[src/rtl/store_buffer_if.sv]
// Store buffer port bundle: D-cache enqueue side, drain side, load-forward lookup and occupancy status.
interface store_buffer_if;
  logic        enq_valid;
  logic [31:0] enq_addr;
  logic [31:0] enq_data;
  logic [3:0]  enq_byte_en;
  logic        enq_ready;
  logic        drain_valid;
  logic [31:0] drain_addr;
  logic [31:0] drain_data;
  logic [3:0]  drain_byte_en;
  logic        drain_ready;
  logic [31:0] fwd_addr;
  logic        fwd_hit;
  logic        fwd_partial;
  logic [31:0] fwd_data;
  logic [2:0]  count;
  logic        empty;
  logic        full;

  modport master (
    output enq_valid, enq_addr, enq_data, enq_byte_en, drain_ready, fwd_addr,
    input  enq_ready, drain_valid, drain_addr, drain_data, drain_byte_en,
           fwd_hit, fwd_partial, fwd_data, count, empty, full
  );

  modport slave (
    input  enq_valid, enq_addr, enq_data, enq_byte_en, drain_ready, fwd_addr,
    output enq_ready, drain_valid, drain_addr, drain_data, drain_byte_en,
           fwd_hit, fwd_partial, fwd_data, count, empty, full
  );
endinterface

[src/rtl/store_buffer.sv]
// 4-entry in-order store buffer with combinational store-to-load forwarding.
// Entries retire strictly in enqueue order; no bypass from enqueue to drain.
module store_buffer (
  input  logic         clk,
  input  logic         reset,
  store_buffer_if.slave sb
);
  localparam int DEPTH = 4;

  typedef struct packed {
    logic [31:0] addr;
    logic [31:0] data;
    logic [3:0]  be;
  } entry_t;

  entry_t [DEPTH-1:0] ent_q, ent_d;
  logic   [DEPTH-1:0] vld_q, vld_d;
  logic   [1:0]       wr_ptr_q, wr_ptr_d;
  logic   [1:0]       rd_ptr_q, rd_ptr_d;
  logic   [2:0]       count_q, count_d;

  logic   full, empty, enq_fire, drain_fire;
  entry_t head;
  logic   [3:0]  fwd_cov;
  logic   [31:0] fwd_word;
  logic   [1:0]  idx;

  assign full       = (count_q == 3'd4);
  assign empty      = (count_q == 3'd0);
  // Full blocks enqueue even when a drain frees a slot this cycle.
  assign enq_fire   = sb.enq_valid && !full && (sb.enq_byte_en != 4'b0000);
  assign drain_fire = !empty && sb.drain_ready;

  always_comb begin
    ent_d    = ent_q;
    vld_d    = vld_q;
    wr_ptr_d = wr_ptr_q;
    rd_ptr_d = rd_ptr_q;
    if (enq_fire) begin
      ent_d[wr_ptr_q] = '{addr: sb.enq_addr, data: sb.enq_data, be: sb.enq_byte_en};
      vld_d[wr_ptr_q] = 1'b1;
      wr_ptr_d        = wr_ptr_q + 2'd1;
    end
    if (drain_fire) begin
      vld_d[rd_ptr_q] = 1'b0;
      rd_ptr_d        = rd_ptr_q + 2'd1;
    end
    count_d = count_q + {2'b00, enq_fire} - {2'b00, drain_fire};
  end

  always_ff @(posedge clk or posedge reset) begin
    if (reset) begin
      ent_q    <= '0;
      vld_q    <= '0;
      wr_ptr_q <= '0;
      rd_ptr_q <= '0;
      count_q  <= '0;
    end else begin
      ent_q    <= ent_d;
      vld_q    <= vld_d;
      wr_ptr_q <= wr_ptr_d;
      rd_ptr_q <= rd_ptr_d;
      count_q  <= count_d;
    end
  end

  // Walk oldest to youngest so younger matching bytes overwrite older ones.
  // Only registered entries are visible, so a same-cycle enqueue never forwards.
  always_comb begin
    fwd_cov  = '0;
    fwd_word = '0;
    idx      = '0;
    for (int i = 0; i < DEPTH; i++) begin
      idx = rd_ptr_q + 2'(i);
      if (vld_q[idx] && (ent_q[idx].addr[31:2] == sb.fwd_addr[31:2])) begin
        fwd_cov = fwd_cov | ent_q[idx].be;
        for (int b = 0; b < 4; b++)
          if (ent_q[idx].be[b]) fwd_word[8*b +: 8] = ent_q[idx].data[8*b +: 8];
      end
    end
  end

  assign head = empty ? '0 : ent_q[rd_ptr_q];

  assign sb.enq_ready     = !full;
  assign sb.drain_valid   = !empty;
  assign sb.drain_addr    = head.addr;
  assign sb.drain_data    = head.data;
  assign sb.drain_byte_en = head.be;
  assign sb.fwd_hit       = (fwd_cov == 4'b1111);
  assign sb.fwd_partial   = (fwd_cov != 4'b0000) && (fwd_cov != 4'b1111);
  assign sb.fwd_data      = fwd_word;
  assign sb.count         = count_q;
  assign sb.empty         = empty;
  assign sb.full          = full;
endmodule

[src/flat_wrapper.sv]
// flat-port wrapper written by rule: the top's interface ports become plain ports
module store_buffer_flat 
  (clk, reset, sb_enq_valid, sb_enq_addr, sb_enq_data, sb_enq_byte_en, sb_drain_ready, sb_fwd_addr, sb_enq_ready, sb_drain_valid, sb_drain_addr, sb_drain_data, sb_drain_byte_en, sb_fwd_hit, sb_fwd_partial, sb_fwd_data, sb_count, sb_empty, sb_full);
  store_buffer_if sb_i ();
  input  logic clk;
  input  logic reset;
  input wire logic [$bits(sb_i.enq_valid)-1:0] sb_enq_valid;
  input wire logic [$bits(sb_i.enq_addr)-1:0] sb_enq_addr;
  input wire logic [$bits(sb_i.enq_data)-1:0] sb_enq_data;
  input wire logic [$bits(sb_i.enq_byte_en)-1:0] sb_enq_byte_en;
  input wire logic [$bits(sb_i.drain_ready)-1:0] sb_drain_ready;
  input wire logic [$bits(sb_i.fwd_addr)-1:0] sb_fwd_addr;
  output wire logic [$bits(sb_i.enq_ready)-1:0] sb_enq_ready;
  output wire logic [$bits(sb_i.drain_valid)-1:0] sb_drain_valid;
  output wire logic [$bits(sb_i.drain_addr)-1:0] sb_drain_addr;
  output wire logic [$bits(sb_i.drain_data)-1:0] sb_drain_data;
  output wire logic [$bits(sb_i.drain_byte_en)-1:0] sb_drain_byte_en;
  output wire logic [$bits(sb_i.fwd_hit)-1:0] sb_fwd_hit;
  output wire logic [$bits(sb_i.fwd_partial)-1:0] sb_fwd_partial;
  output wire logic [$bits(sb_i.fwd_data)-1:0] sb_fwd_data;
  output wire logic [$bits(sb_i.count)-1:0] sb_count;
  output wire logic [$bits(sb_i.empty)-1:0] sb_empty;
  output wire logic [$bits(sb_i.full)-1:0] sb_full;
  assign sb_i.enq_valid = sb_enq_valid;
  assign sb_i.enq_addr = sb_enq_addr;
  assign sb_i.enq_data = sb_enq_data;
  assign sb_i.enq_byte_en = sb_enq_byte_en;
  assign sb_i.drain_ready = sb_drain_ready;
  assign sb_i.fwd_addr = sb_fwd_addr;
  assign sb_enq_ready = sb_i.enq_ready;
  assign sb_drain_valid = sb_i.drain_valid;
  assign sb_drain_addr = sb_i.drain_addr;
  assign sb_drain_data = sb_i.drain_data;
  assign sb_drain_byte_en = sb_i.drain_byte_en;
  assign sb_fwd_hit = sb_i.fwd_hit;
  assign sb_fwd_partial = sb_i.fwd_partial;
  assign sb_fwd_data = sb_i.fwd_data;
  assign sb_count = sb_i.count;
  assign sb_empty = sb_i.empty;
  assign sb_full = sb_i.full;
  store_buffer u_core (.clk(clk), .reset(reset), .sb(sb_i));
endmodule
[config.mk]
export PLATFORM = sky130hd
export DESIGN_NAME = store_buffer_flat
export DESIGN_NICKNAME = d
export VERILOG_FILES = /design/src/rtl/store_buffer_if.sv /design/src/rtl/store_buffer.sv /design/src/flat_wrapper.sv
export SDC_FILE = /design/constraint.sdc
export NUM_CORES = 1
export LEC_CHECK = 0
export BUFFER_PORTS_ARGS = -buffer_cell sky130_fd_sc_hd__buf_2
export CAP_MARGIN = 10
export CORE_MARGIN = 4
export CORE_UTILIZATION = 30
export DETAILED_ROUTE_END_ITERATION = 7
export GPL_ROUTABILITY_DRIVEN = 0
export PLACE_DENSITY_LB_ADDON = 0.08
export SLEW_MARGIN = 10
export SYNTH_ARGS = -nofsm -noshare
export SYNTH_HDL_FRONTEND = slang
export SYNTH_SLANG_ARGS = --single-unit
export TNS_END_PERCENT = 100
[constraint.sdc]
create_clock -name clk -period 9.1 [get_ports clk]
set_input_delay 1.365 -clock clk [delete_from_list [all_inputs] [get_ports clk]]
set_output_delay 1.365 -clock clk [all_outputs]
set_load 0.01 [all_outputs]
After elaboration in Yosys (flattened, before gate mapping)
Cells that the tools add are included.
- input bits: 104
- output and inout bits: 109
- bits in registers: 283
- logic and storage cells: 107
- magnitude comparators: 7
- equality and inequality tests: 7
- $add $sub $neg: 6
- bitwise logic cells: 6
- reduce and logical (&&, ||, !) cells: 15
- mux-type cells: 50
- operators by type and width (operator ; count):
    $bmux 68 s2 ; 4
    $mux 68 ; 6
    $bwmux 272 ; 1
    $demux 68 s2 ; 1
    $mux 32 ; 4
    $mux 8 ; 16
    $eq 30x30->1 ; 4
    $mux 4 ; 6
    $or 4x4->4 ; 4
    $lt 2x3->1 const B ; 5
    $logic_and 1x1->1 ; 10
    $bmux 1 s2 ; 4
    $reduce_bool 4->1 ; 2
    $mux 1 ; 6
    $add 2x1->2 const B ; 2
    $add 2x2->2 const B ; 2
    $and 4x4->4 ; 1
    $demux 1 s2 ; 2
    $eq 4x4->1 const B ; 1
    $ge 2x1->1 const B ; 2
    $ne 4x4->1 const B ; 1
    $not 4->4 ; 1
    $add 3x1->3 ; 1
    $eq 3x3->1 const B ; 1
    other kinds (3) ; 4

Logic depth before layout (Yosys ltp)
- depth after elaboration: 13
- mapped depth: 22
- depth with buffers taken out: 11

Least setup slack after synthesis
OpenSTA, ideal clock, no wires.
- path kind: flip-flop to output port
- from: register u_core.rd_ptr_q[1]
- to: output sb_fwd_data[17]
- data required time: 7.735 ns
- buffers on the path: 13
- data arrival time: 5.370 ns
- setup slack: 2.365 ns
- stages on the path, launching flop included: 20
- cells stage by stage: dfrtp_1 buf_6 buf_6 clkinv_1 buf_2 buf_1 buf_1 clkbuf_1 buf_1 ha_1 buf_4 buf_2 buf_2 buf_2 buf_2 buf_1 mux4_2 mux2_2 o21ai_1 nand2_1
- cells in the longest elaborated chain, start to end: 11
- elaborated cells between the ends (all ways): 35
- those cells by class: 3 x add/sub; 4 x eq/ne; 24 x mux; 4 x reduce/logical
- RTL lines (what ; RTL line ; source):
    start: declaration ; store_buffer.sv:19 ; logic [1:0] rd_ptr_q, rd_ptr_d;
    start signal: assignment ; store_buffer.sv:62 ; rd_ptr_q <= rd_ptr_d;
    branches (longest 10 deep; another with $add 2x1->2) ; - ;
    $mux 32 (*) ; store_buffer.sv:75 ; if (vld_q[idx] && (ent_q[idx].addr[31:2] == sb.fwd_addr[31:2])) begin
    end: declaration ; flat_wrapper.sv:20 ; output wire logic [$bits(sb_i.fwd_data)-1:0] sb_fwd_data;
Mark *: on every way between the ends. The select of a mux whose other input is x is not followed.

Worst setup path in the final report
- from: register u_core.rd_ptr_q[0]
- to: output sb_fwd_partial
- cells in the longest elaborated chain, start to end: 13
- elaborated cells between the ends (all ways): 37
- those cells by class: 3 x add/sub; 5 x eq/ne; 20 x mux; 3 x bitwise; 6 x reduce/logical
- RTL lines (what ; RTL line ; source):
    branches (longest 10 deep; another with $add 2x1->2) ; - ;
    $mux 4 (*) ; store_buffer.sv:75 ;
    $ne 4x4->1 / $reduce_bool 4->1 (equally long branches) ; store_buffer.sv:91 ; assign sb.fwd_partial = (fwd_cov != 4'b0000) && (fwd_cov != 4'b1111);
    $logic_and 1x1->1 (*) ; store_buffer.sv:91 ;
    end: declaration ; flat_wrapper.sv:19 ; output wire logic [$bits(sb_i.fwd_partial)-1:0] sb_fwd_partial;
Marks and branches as above.

==> results by group <==
Synth
  • EDFF count, synth: 0
  • Synthesized Nets: 1,971
  • Synth Register Bits: approximately 280
  • Register area share after synthesis: 0.337
  • Syn Area/Cell: around 11 um2
  • Synthesized area: 21,000 um2
  • Post-synth ARST share: 1.00
  • Main synth FF type: dfrtp_1
  • Ys Warns: 0
  • Post-synth cell types: ~70
  • Cells after synthesis: about 1,900

Status
  • Status: finished, final reports clean

Timing
  • Period Utilization, post-route: 0.836
  • Slack of the critical path: 1.49 ns
  • Peak Freq: approximately 130 MHz
  • Worst Max-Slew Pin Slew: 1.15 ns
  • RSZ-0062 raised after global routing: no
  • Final setup vio count: 0
  • Slew Limit Headroom: 0.234
  • Final Skew: 0.0103 ns
  • TNS Setup: 0 ns
  • Final worst path period need: 7.61 ns
  • Count of pins over their slew limit: 0
  • Fin. Hold Viols: 0

Final layout
  • Non-Filler Instances: 2,950
  • Share of post-route cells with drive strength above 1: 0.406
  • Most frequent cells in the layout: mux2_2, dfrtp_1, buf_2, nand2_1, mux2i_1
  • Area grow syn2layout: 15.0%
  • Final #Nets: 2,099
  • Final instance area: 24,100 um2
  • Post-route core utilization: 0.350
  • Commonest non-fill, non-tap cell in the layout: mux2_2
  • Fill count: 6,957

GRT
  • GRT Residual Overflow: 0
  • First-pass GRT wire length: between 100,000 and 150,000 um
  • Tot GR Track Use: 0.196
  • Vias in the first global route: approximately 16,000
  • Largest net degree at the start of global routing: between 150 and 200
  • Initial antenna violation count: 8

Power and ir drop
  • Static leakage: between 10 and 15 nW
  • Switching share of power: 0.447
  • VDD IR-drop max: 0.000353 V
  • Clk pwr share: 0.141
  • Pint: 6.14 mW
  • Power per cell area: between 400 and 500 nW/um2
  • Comb power frac: 0.619
  • Seq pwr share: 0.239
  • Sw Pwr: roughly 5.0 mW

Die
  • Site row count: 96
  • Core box area: ~69,000 um2
  • Die height: approximately 270 um
  • Die W: 273 um
  • I/O pin count: around 210
  • Die area: 74,300 um2
  • Initial Util: 0.304

Place
  • Placed insts: 2,874
  • IO Port Bufs: 210
  • Pre-CTS WS: 2.03 ns
  • Post-DP Area: about 23,000 um2
  • Dpl hpwl: slightly below 50,000 um

Worst hold path
  • Worst Hold Path Cells: 1
  • Worst Hold Class: reg2reg
  • Hold_sp: u_core.ent_q[105]
  • Worst Hold End: u_core.ent_q[105]

Setup path
  • Crit path DAT: about 6.2 ns
  • CP endpoint kind: primary output
  • Setup Crit Path Kind: reg2out
  • Flop-to-flop setup slack: 6.21 ns
  • Slowest cell on the critical path: nor4b_4
  • Worst R2R End: u_core.vld_q[3]
  • Worst path max stage delay: approximately 0.92 ns
  • Setup crit start kind: flip-flop
  • Worst-path maximum fanout: 52
  • Worst r2r src: u_core.rd_ptr_q[0]
  • Reg2Reg Depth: 4
  • Critical Path RT: 7.74 ns
  • Worst-path cell chain: inv_2, ha_4, buf_12, mux2i_1, xor2_1, nand3_1, a211oi_1, o2111ai_2, nor4b_4, nor4_1, nor4_4, nor2_1, buf_2

Job
  • Max Cap Viol: 0

Route
  • First-pass DRT Iterations: 5
  • Drt wl/cell: about 25 um
  • Vias post-DR: 15,900
  • Via density: 5.38
  • Total Wirelength: ~74,000 um
  • DRC Markers: 0
  • ANT nets after route: 0
  • DRT iter0 DRCs: 966

CTS
  • TritonCTS clock tree: done
  • Skew-Pair Late Insertion Delay: 0.56 ns
  • Post-CTS setup buffers: 0
  • Post-CTS sizing: 0
  • H-tree depth: 2
  • CTS Hold Bufs: 0
  • Clock Tree Root: clkbuf_16
  • Clk buf depth: 3
  • Inserted Clock Buffers: 39
  • CTS Sinks: roughly 280
  • Worst-path clk slew: 0.06 ns
## critical path: cells and delay by family (launching register included)
kind | cells | cell delay, ns
compound gates | 2 | 1.15
xor+xnor | 1 | 0.18
mux | 1 | 0.27
fa+ha+maj | 1 | 0.69
buf+inv | 3 | 0.86
simple gates | 5 | 1.74
flops | 1 | 0.70
## routing by layer
layer | wire length [um] | part of all wire | vias to the layer above | track usage
li1 | - | - | 7152 | -
met1 | 34100 | 0.46 | 8250 | 0.271
met2 | 34900 | 0.47 | 383 | 0.322
met4 | 1500 | 0.020 | 2 | 0.0441
met3 | 3290 | 0.045 | 79 | 0.0333
met5 | 13 | 0.00018 | - | 0
## metrics by stage
step	total power [mW]	hold slack (ns)
CTS	11.2	0.507
global route	11.9	0.519
finish	11.1	0.508
detailed placement	9.56	0.495
floorplan	7.52	0.474
global placement	9.48	0.483
## cells by family after synthesis
kind of cell | synth area share
multiplexers | 0.400
flip-flops | 0.337
AND/OR/NAND/NOR | 0.0896
XOR/XNOR | 0.0484
adder cells (fa/ha/maj) | 0.00691
AO/OA/AOI/OAI | 0.0736
buffers and inverters | 0.0444
## Yosys cell counts (4+ instances only)
library cell / instances / share of area
clkbuf_1: 49 / 0.0088
nand2_1: 154 / 0.028
nor2_1: 88 / 0.016
mux4_1: 4 / 0.0050
dfrtp_1: 283 / 0.34
a31oi_1: 4 / 0.0012
a211oi_1: 5 / 0.0018
buf_2: 19 / 0.0045
o22ai_1: 8 / 0.0024
nor4b_4: 7 / 0.0079
a2111oi_4: 4 / 0.0052
a21oi_1: 81 / 0.019
xnor2_1: 66 / 0.028
nand4b_1: 4 / 0.0017
a22oi_1: 10 / 0.0036
and2_1: 15 / 0.0045
buf_4: 13 / 0.0046
mux2_2: 352 / 0.19
inv_1: 54 / 0.0097
o221ai_1: 5 / 0.0021
nand4_1: 7 / 0.0021
nand3_1: 10 / 0.0024
and3_1: 13 / 0.0039
mux4_2: 126 / 0.14
o21ai_0: 46 / 0.011
buf_6: 12 / 0.0064
mux2i_1: 146 / 0.070
xor2_1: 50 / 0.021
o21ai_1: 33 / 0.0079
nor4_1: 10 / 0.0030
nor3_1: 41 / 0.0098
o211ai_1: 7 / 0.0025
buf_1: 55 / 0.0098
nand2b_1: 5 / 0.0015
ha_1: 10 / 0.0060
## how the worst max path moves through the flow
stage,startpoint,end,slack [ns],cells after the start
after CTS,u_core.rd_ptr_q[0],sb_fwd_partial,1.43,13
after floorplan,u_core.rd_ptr_q[1],sb_fwd_data[17],2.36,19
after global routing,u_core.rd_ptr_q[0],sb_fwd_partial,1.25,13
final,u_core.rd_ptr_q[0],sb_fwd_partial,1.49,13
after global placement,u_core.rd_ptr_q[0],sb_fwd_partial,2.07,13
after detailed placement,u_core.rd_ptr_q[0],sb_fwd_partial,2.03,13
## power groups by stage
stage	registers, mW	clock network, mW	logic, mW
global route	2.76	1.68	7.41
floorplan	2.36	0	5.15
CTS	2.64	1.63	6.93
detailed placement	2.66	0	6.89
global placement	2.63	0	6.86
finish	2.66	1.57	6.88
## sequential cells by signal, indices dropped and copies added, names as in the netlist
| signal | count |
|---|---|
| u_core.ent_q | 272 |
| u_core.wr_ptr_q | 2 |
| u_core.rd_ptr_q | 2 |
| u_core.vld_q | 4 |
| u_core.sb.count | 3 |
## area by class of cell
| type | count | area, um2 | share of cell area |
|---|---|---|---|
| sequential | 283 | 7090 | 0.294 |
| antenna | 5 | 12.5 | 0.000518 |
| timing repair buffer | 235 | 1290 | 0.0534 |
| clock inverter | 17 | 168 | 0.00694 |
| clock buffer | 54 | 1140 | 0.0473 |
| inverter | 57 | 220 | 0.00912 |
| multi-input combinational | 1368 | 13100 | 0.541 |
| tap | 931 | 1160 | 0.0482 |
Power figures use the tool's default switching activity.
